$ cat config.mk
export PLATFORM = sky130hd
export DESIGN_NAME = uart_tx_queue_flat
export DESIGN_NICKNAME = d
export VERILOG_FILES = /design/src/rtl/uart_pkg.sv /design/src/rtl/uart_tx_queue_if.sv /design/src/rtl/uart_fifo_mem.sv /design/src/rtl/uart_tx_queue.sv /design/src/flat_wrapper.sv
export SDC_FILE = /design/constraint.sdc
export NUM_CORES = 1
export LEC_CHECK = 0
export ABC_AREA = 1
export CAP_MARGIN = 20
export CORE_UTILIZATION = 35
export CTS_BUF_LIST = sky130_fd_sc_hd__clkbuf_4
export CTS_CLUSTER_DIAMETER = 30
export DETAILED_ROUTE_END_ITERATION = 16
export GPL_TIMING_DRIVEN = 0
export PLACE_DENSITY = 0.56
export SYNTH_ARGS = -nofsm -noshare
export SYNTH_HDL_FRONTEND = slang
export SYNTH_SLANG_ARGS = --single-unit
$ cat constraint.sdc
create_clock -name clk -period 3.9 [get_ports clk]
set_clock_uncertainty 0.05 [all_clocks]
set_input_delay 0.39 -clock clk [delete_from_list [all_inputs] [get_ports clk]]
set_output_delay 0.39 -clock clk [all_outputs]
set_load 0.01 [all_outputs]
$ cat src/rtl/uart_pkg.sv
// Shared definitions for the UART transmit queue: drain FSM encoding and default depth.
package uart_pkg;

    localparam int unsigned UART_TXQ_DEPTH = 8;

    typedef enum logic [1:0] {
        IDLE    = 2'd0,
        LOAD    = 2'd1,
        WAIT_HI = 2'd2,
        WAIT_LO = 2'd3
    } drain_state_e;

endpackage

$ cat src/rtl/uart_tx_queue_if.sv
// Producer/UART-side signal bundle for uart_tx_queue.
// master = surrounding logic (producer plus UART busy), slave = the queue.
interface uart_tx_queue_if;

    logic       wr_en;
    logic [7:0] wr_data;
    logic       clr_ovf;
    logic       full;
    logic       empty;
    logic       overflow;
    logic [7:0] uart_din;
    logic       uart_start;
    logic       uart_busy;

    modport master (
        output wr_en, wr_data, clr_ovf, uart_busy,
        input  full, empty, overflow, uart_din, uart_start
    );

    modport slave (
        input  wr_en, wr_data, clr_ovf, uart_busy,
        output full, empty, overflow, uart_din, uart_start
    );

endinterface

$ cat src/rtl/uart_fifo_mem.sv
// Byte storage for the transmit queue: synchronous write, asynchronous head read.
module uart_fifo_mem
    import uart_pkg::*;
#(
    parameter  int unsigned DEPTH = UART_TXQ_DEPTH,
    localparam int unsigned AW    = $clog2(DEPTH)
) (
    input  logic          clk,
    input  logic          we_i,
    input  logic [AW-1:0] waddr_i,
    input  logic [7:0]    wdata_i,
    input  logic [AW-1:0] raddr_i,
    output logic [7:0]    rdata_o
);

    logic [7:0] mem_q [DEPTH];

    always_ff @(posedge clk) begin
        if (we_i) begin
            mem_q[waddr_i] <= wdata_i;
        end
    end

    assign rdata_o = mem_q[raddr_i];

endmodule

$ cat src/rtl/uart_tx_queue.sv
// Byte queue feeding a UART transmitter through a four-state drain FSM.
// Optional macro UART_TXQ_LEVEL_EN adds the level (entry count) output.
module uart_tx_queue
    import uart_pkg::*;
#(
    parameter int unsigned DEPTH = UART_TXQ_DEPTH
) (
    input  logic clk,
    input  logic rst,
    uart_tx_queue_if.slave bus
`ifdef UART_TXQ_LEVEL_EN
    ,
    output logic [$clog2(DEPTH):0] level
`endif
);

    localparam int unsigned AW      = $clog2(DEPTH);
    localparam logic [AW:0] PTR_ONE = {{AW{1'b0}}, 1'b1};

    drain_state_e state_q, state_d;
    logic [AW:0]  wr_ptr_q, wr_ptr_d;
    logic [AW:0]  rd_ptr_q, rd_ptr_d;
    logic         ovf_q, ovf_d;
    logic [7:0]   din_q, din_d;
    logic [7:0]   head;
    logic         full, empty, push, pop, load, start;

    // Extra pointer MSB distinguishes full from empty when the indices match.
    assign empty = (wr_ptr_q == rd_ptr_q);
    assign full  = (wr_ptr_q[AW] != rd_ptr_q[AW]) &&
                   (wr_ptr_q[AW-1:0] == rd_ptr_q[AW-1:0]);
    assign push  = bus.wr_en && !full;

    uart_fifo_mem #(
        .DEPTH (DEPTH)
    ) u_mem (
        .clk     (clk),
        .we_i    (push),
        .waddr_i (wr_ptr_q[AW-1:0]),
        .wdata_i (bus.wr_data),
        .raddr_i (rd_ptr_q[AW-1:0]),
        .rdata_o (head)
    );

    always_ff @(posedge clk) begin
        if (rst) begin
            state_q <= IDLE;
        end else begin
            state_q <= state_d;
        end
    end

    always_comb begin
        state_d = state_q;
        case (state_q)
            IDLE:    if (!empty && !bus.uart_busy) state_d = LOAD;
            LOAD:    state_d = WAIT_HI;
            WAIT_HI: if (bus.uart_busy) state_d = WAIT_LO;
            WAIT_LO: if (!bus.uart_busy) state_d = IDLE;
            default: state_d = IDLE;
        endcase
    end

    // The head byte is latched on the edge entering LOAD and popped on the edge leaving it.
    always_comb begin
        load  = (state_q == IDLE) && (state_d == LOAD);
        pop   = (state_q == LOAD);
        start = (state_q == LOAD);
    end

    always_comb begin
        wr_ptr_d = push ? (wr_ptr_q + PTR_ONE) : wr_ptr_q;
        rd_ptr_d = pop  ? (rd_ptr_q + PTR_ONE) : rd_ptr_q;
        din_d    = load ? head : din_q;
        ovf_d    = ovf_q;
        if (bus.wr_en && full) begin
            ovf_d = 1'b1;
        end else if (bus.clr_ovf) begin
            ovf_d = 1'b0;
        end
    end

    // uart_busy is an input only, so a transfer already in the UART runs on through reset.
    always_ff @(posedge clk) begin
        if (rst) begin
            wr_ptr_q <= '0;
            rd_ptr_q <= '0;
            ovf_q    <= 1'b0;
            din_q    <= '0;
        end else begin
            wr_ptr_q <= wr_ptr_d;
            rd_ptr_q <= rd_ptr_d;
            ovf_q    <= ovf_d;
            din_q    <= din_d;
        end
    end

    assign bus.full       = full;
    assign bus.empty      = empty;
    assign bus.overflow   = ovf_q;
    assign bus.uart_din   = din_q;
    assign bus.uart_start = start;

`ifdef UART_TXQ_LEVEL_EN
    assign level = wr_ptr_q - rd_ptr_q;
`endif

endmodule

$ cat src/flat_wrapper.sv
// flat-port wrapper written by rule: the top's interface ports become plain ports
module uart_tx_queue_flat import uart_pkg::*;
#(
    parameter int unsigned DEPTH = UART_TXQ_DEPTH
)
  (clk, rst, bus_wr_en, bus_wr_data, bus_clr_ovf, bus_uart_busy, bus_full, bus_empty, bus_overflow, bus_uart_din, bus_uart_start);
  uart_tx_queue_if bus_i ();
  input  logic clk;
  input  logic rst;
  input wire logic [$bits(bus_i.wr_en)-1:0] bus_wr_en;
  input wire logic [$bits(bus_i.wr_data)-1:0] bus_wr_data;
  input wire logic [$bits(bus_i.clr_ovf)-1:0] bus_clr_ovf;
  input wire logic [$bits(bus_i.uart_busy)-1:0] bus_uart_busy;
  output wire logic [$bits(bus_i.full)-1:0] bus_full;
  output wire logic [$bits(bus_i.empty)-1:0] bus_empty;
  output wire logic [$bits(bus_i.overflow)-1:0] bus_overflow;
  output wire logic [$bits(bus_i.uart_din)-1:0] bus_uart_din;
  output wire logic [$bits(bus_i.uart_start)-1:0] bus_uart_start;
  assign bus_i.wr_en = bus_wr_en;
  assign bus_i.wr_data = bus_wr_data;
  assign bus_i.clr_ovf = bus_clr_ovf;
  assign bus_i.uart_busy = bus_uart_busy;
  assign bus_full = bus_i.full;
  assign bus_empty = bus_i.empty;
  assign bus_overflow = bus_i.overflow;
  assign bus_uart_din = bus_i.uart_din;
  assign bus_uart_start = bus_i.uart_start;
  uart_tx_queue #(.DEPTH(DEPTH)) u_core (.clk(clk), .rst(rst), .bus(bus_i));
endmodule
Yosys cells after proc, flatten, opt, wreduce, memory -nomap -nowiden --
Memories as Yosys holds them, arrays and structs flattened. A register that Yosys moved wholly into a read port is not among the register bits. Index checks and enable logic that the tools add are counted. W data, S select, Z words.
Storage, ports and cells: bits in registers 11, input bits 13, ROM bits 0, memories 1, bits in latches 0, output and inout port bits 12, word-level logic and storage cells 32, bits in writable memories 64
Memories:
- u_core.u_mem.mem_q | depth 8, width 8, read ports 1, clocked after memory_dff 1, wr ports 1, line uart_fifo_mem.sv:16 | logic [7:0] mem_q [DEPTH];
Operators by class: shift operators 0, eq/ne operators 7, bitwise gates (word level) 0, reduce and logical (&&, ||, !) cells 10, multiplexer cells 8, order comparisons 0, div/mod/pow operators 0, $add $sub $neg 2, multiply operators 0
Operator list (number):
- $add A4 B1 Y4 const B | 2
- $pmux W2 S4 | 1
- $mux W2 | 3
- $logic_and A1 B1 Y1 | 5
- $eq A2 B1 Y1 const B | 2
- $eq A2 B2 Y1 const B | 2
- $eq A4 B4 Y1 | 1
- $mux W1 | 4
- $eq A3 B3 Y1 | 1
- $logic_not A1 Y1 | 3
- $logic_not A2 Y1 | 1
- $reduce_bool A2 Y1 | 1
- $ne A1 B1 Y1 | 1

Logic depth before layout (Yosys ltp) --
depth after elaboration 7, depth in mapped cells 11, depth with buffers taken out 9

Modules after synthesis --
From an unflattened synthesis, not the netlist that was laid out.
Second synthesis, totals: cells, all modules 417, area, all modules 3851.2 um^2
Modules (own cells, without submodules):
- uart_fifo_mem | seq. area each 1921.8 um^2, instances 1, area each 2890.3 um^2, cells an instance 295
- uart_tx_queue | seq. area each 380.4 um^2, instances 1, area each 960.9 um^2, cells an instance 122

Least setup slack after synthesis --
OpenSTA, ideal clock, no wires.
path type reg-to-reg, from reg u_core.rd_ptr_q[0], to mem u_core.u_mem.mem_q[6][0] (enable), path slack 1.928 ns, data arrival time 1.538 ns, buffers on the path 1, period minus slack after synthesis 1.972 ns, cell stages (with the launch flop) 9, data required time 3.467 ns, setup time 0.383 ns, cells stage by stage dfxtp_1 -> buf_6 -> inv_2 -> nand2_1 -> nand2_1 -> nor2_2 -> nand2_2 -> nand3_1 -> nor3_1
On the way: cells in the longest elaborated chain, start to end 6
Ends and longest elaborated chain:
- start: declaration | line uart_tx_queue.sv:22 | logic [AW:0] rd_ptr_q, rd_ptr_d;
- start signal: assignment | line uart_tx_queue.sv:92 | rd_ptr_q <= rd_ptr_d;
- $eq A3 B3 Y1 | line uart_tx_queue.sv:31 | (wr_ptr_q[AW-1:0] == rd_ptr_q[AW-1:0]);
- $logic_and A1 B1 Y1 | line uart_tx_queue.sv:30 | assign full = (wr_ptr_q[AW] != rd_ptr_q[AW]) &&
- $logic_not A1 Y1 | line uart_tx_queue.sv:32 | assign push = bus.wr_en && !full;
- $logic_and A1 B1 Y1 | line uart_tx_queue.sv:32
- $mux W1 | line uart_fifo_mem.sv:19 | if (we_i) begin
- $mux W1 (implied by the code) | line uart_fifo_mem.sv:20 | mem_q[waddr_i] <= wdata_i;
- end: declaration | line uart_fifo_mem.sv:16
No other way between the ends.

Worst setup path in the final report --
from reg u_core.rd_ptr_q[1], to out bus_full
On the way: cells in the longest elaborated chain, start to end 2
Ends and longest elaborated chain:
- $eq A3 B3 Y1 | line uart_tx_queue.sv:31
- $logic_and A1 B1 Y1 | line uart_tx_queue.sv:30
- end: declaration | line flat_wrapper.sv:14 | output wire logic [$bits(bus_i.full)-1:0] bus_full;
No other way between the ends.

==> out/results.txt <==
Status -> complete, no violations
Power, Total -> 1717 uW
Max FO, Critical Path -> 9
Critical Path Slowest Stage Cell -> clkdlybuf4s50_1
Boundary Pins -> 25
Synth Register Bits -> 83
CP peak stage delay -> 0.52 ns
Post-DRT Antenna Nets -> 0
Vias -> 2373
Setup crit start kind -> flop
GP Congestion -> 0.7294
Total CTS buffers -> 9
Via density -> 4.608
TritonCTS clock tree -> built
Mapped Area -> 3465 um^2
FF+latch area -> 2302 um^2
P per Cell Area -> 430.7 nW/um^2
Leading area contributor after synthesis -> edfxtp_1
Clock-pin slew on the worst setup and hold paths -> 0.14 ns
Final Max Slew Viols -> 0
Max-slew headroom -> 0.3944
MaxCap Viol Count -> 0
Clock power frac -> 0.265
# diodes -> 0
Port bufs -> 23
Final period utilization -> 0.6354
Critical path class -> flop to primary output
Core ar. -> 9415 um^2
Die ar. -> 10300 um^2
Layout cell share with drive strength beyond 1 -> 0.1036
Worst setup margin -> 1.422 ns
LEAKAGE -> 0.001516 uW
Sequential area share after synthesis -> 0.6645
Drt pass-1 iters -> 4
Grt ovf -> 0
Post-route DRC -> 0
Detailed placement HPWL -> 5009 um
Sink Count -> 83
Cells after Synth -> 346
Fill count -> 940
Switch share -> 0.2843
Net count reported at finish -> 396
Count of unique library cells instantiated by Yosys -> 20
Post-layout min period -> 2.478 ns
Slew @ Worst Pin -> 0.9050 ns
Vias in the first global route -> 2234
Hold Path Class -> input pin to flop
Worst EP required -> 3.46 ns
Sequential power share -> 0.581
# hold bufs at CTS -> 0
Design area -> 3986 um^2
Worst-path cell chain -> buf_4 -> inv_2 -> nand2_1 -> nand2_1 -> nor2_2 -> nand2_2 -> inv_2 -> clkdlybuf4s50_1
Final Hold Violating Endpoints -> 0
Placed inst area -> 3861 um^2
Root buffer cell -> clkbuf_4
Mapped Nets -> 361
Synth area leaders -> edfxtp_1 55%, nand2_1 13%, dfxtp_1 11%
Area of the multi-input gates -> 985.9 um^2
H-tree depth -> 3
Initial Util -> 0.3680
Fmax -> 0.4035 GHz
All-Layer GR Usage -> 0.1633
Combinational power share -> 0.154
DR iter-0 viols -> 99
Synth warn -> 0
Syn Area/Cell -> 10.01 um^2
P_int -> 1229 uW
Average wire per standard cell -> 14.77 um
# rows -> 35
Chip height -> 101.5 um
Crit. End Element -> primary output
Post-synth top area share -> 0.5547
Finish-stage setup viols -> 0
Dpl ws -> 1.485 ns
Setup Buffers After CTS -> 0
VDD IR max -> 0.1380 mV
CTS max path bufs -> 2
CTS resizes -> 0
P_sw -> 488.0 uW
Crit path DAT -> 2.04 ns
Setup TNS -> 0 ns
Post-Route WL -> 7605 um
Largest net degree at the start of global routing -> 16
Area growth from synthesis to layout -> 15.06%
Clock latency at the later pin of the worst-skew pair -> 0.42 ns
First-pass GRT wire length -> 12030 um
RSZ-0062 raised after global routing -> no
Die W -> 101.5 um
Initial antenna violation count -> 0
[cell type report]
cell class / instances / share of cell area
buffer: 16 / 0.02354
sequential: 83 / 0.5775
timing repair buffer: 24 / 0.05901
inverter: 22 / 0.02072
tap: 129 / 0.04049
multi-input combinational: 225 / 0.2473
clock inverter: 6 / 0.01255
clock buffer: 10 / 0.01883
[synthesized netlist by cell type]
library cell	n
buf_4	3
buf_6	2
edfxtp_1	64
nand2_4	1
xor2_1	2
o21ai_0	2
nor2_2	3
a21oi_1	11
nor3_1	3
inv_2	5
clkbuf_1	5
dfxtp_1	19
nand3_1	55
nand2_1	117
nand2_2	3
ha_1	2
inv_1	17
buf_2	6
nor2_1	25
nor4_1	1
[power by group through the flow]
stage                     sequential (uW)  clock [uW]  combinational (uW)
after detailed placement             1020           0                 266
after global placement               1020           0                 262
after global routing                 1000         494                 301
after CTS                             998         467                 267
after floorplan                      1020           0                 154
final                                 998         454                 265
[cells by family after synthesis]
logic type | share of synthesized area
AND/OR/NAND/NOR | 0.2535
XOR/XNOR | 0.005057
buffers and inverters | 0.05092
flip-flops | 0.6645
AO/OA/AOI/OAI | 0.01878
adder cells (fa/ha/maj) | 0.007222
[metrics by stage]
step | utilization | hold WS, ns | instances
3_3_place_gp | 0.4096 | 0.4012 | 498
4_1_cts | 0.4234 | 0.2815 | 515
5_1_grt | 0.4234 | 0.2996 | 515
3_5_place_dp | 0.4101 | 0.4138 | 499
6_report | 0.4234 | 0.2944 | 515
2_1_floorplan | - | 0.4099 | 346
[worst paths after layout]
path                                     startpoint                        to  slack, ns  cells past startpoint
worst min-delay path                            rst         u_core.state_q[0]       0.29                      2
worst min register to register  u_core.bus.overflow       u_core.bus.overflow       0.42                      2
worst max-delay path             u_core.rd_ptr_q[1]                  bus_full       1.42                      8
worst max register to register   u_core.rd_ptr_q[0]  u_core.u_mem.mem_q[2][1]       1.67                      8
[cells in the final DEF (no fill, tap or decap), types with 5 or more instances in the layout]
cell             Yosys  final
edfxtp_1            64     64
nand2_1            117    117
nand3_1             55     55
a21oi_1             11     11
inv_2                5      5
dfxtp_1             19     19
clkbuf_4             0     10
clkdlybuf4s50_1      0     23
clkbuf_1             5      5
buf_2                6      7
inv_1               17     17
nor2_1              25     25
[worst max-delay path: cells and delay by family, from the launching register on]
family,cells,cell delay (ns)
simple gates,4,0.40
buf+inv,4,0.85
flops,1,0.37
[state kept, by name, summed over array words and instances, names as in the netlist]
name                 cells
u_core.u_mem.mem_q      64
u_core.bus.uart_din      8
u_core.rd_ptr_q          4
u_core.wr_ptr_q          4
u_core.state_q           2
u_core.bus.overflow      1
[routing by layer]
| metal | up-vias | track usage | share of wire |
|---|---|---|---|
| met5 | - | 0 | 0 |
| met4 | 0 | 0.07023 | 0.013 |
| met3 | 8 | 0.03382 | 0.050 |
| met2 | 55 | 0.2622 | 0.48 |
| met1 | 1088 | 0.2150 | 0.46 |
| li1 | 1222 | - | - |
No activity file was read; power rests on OpenSTA's default activity.
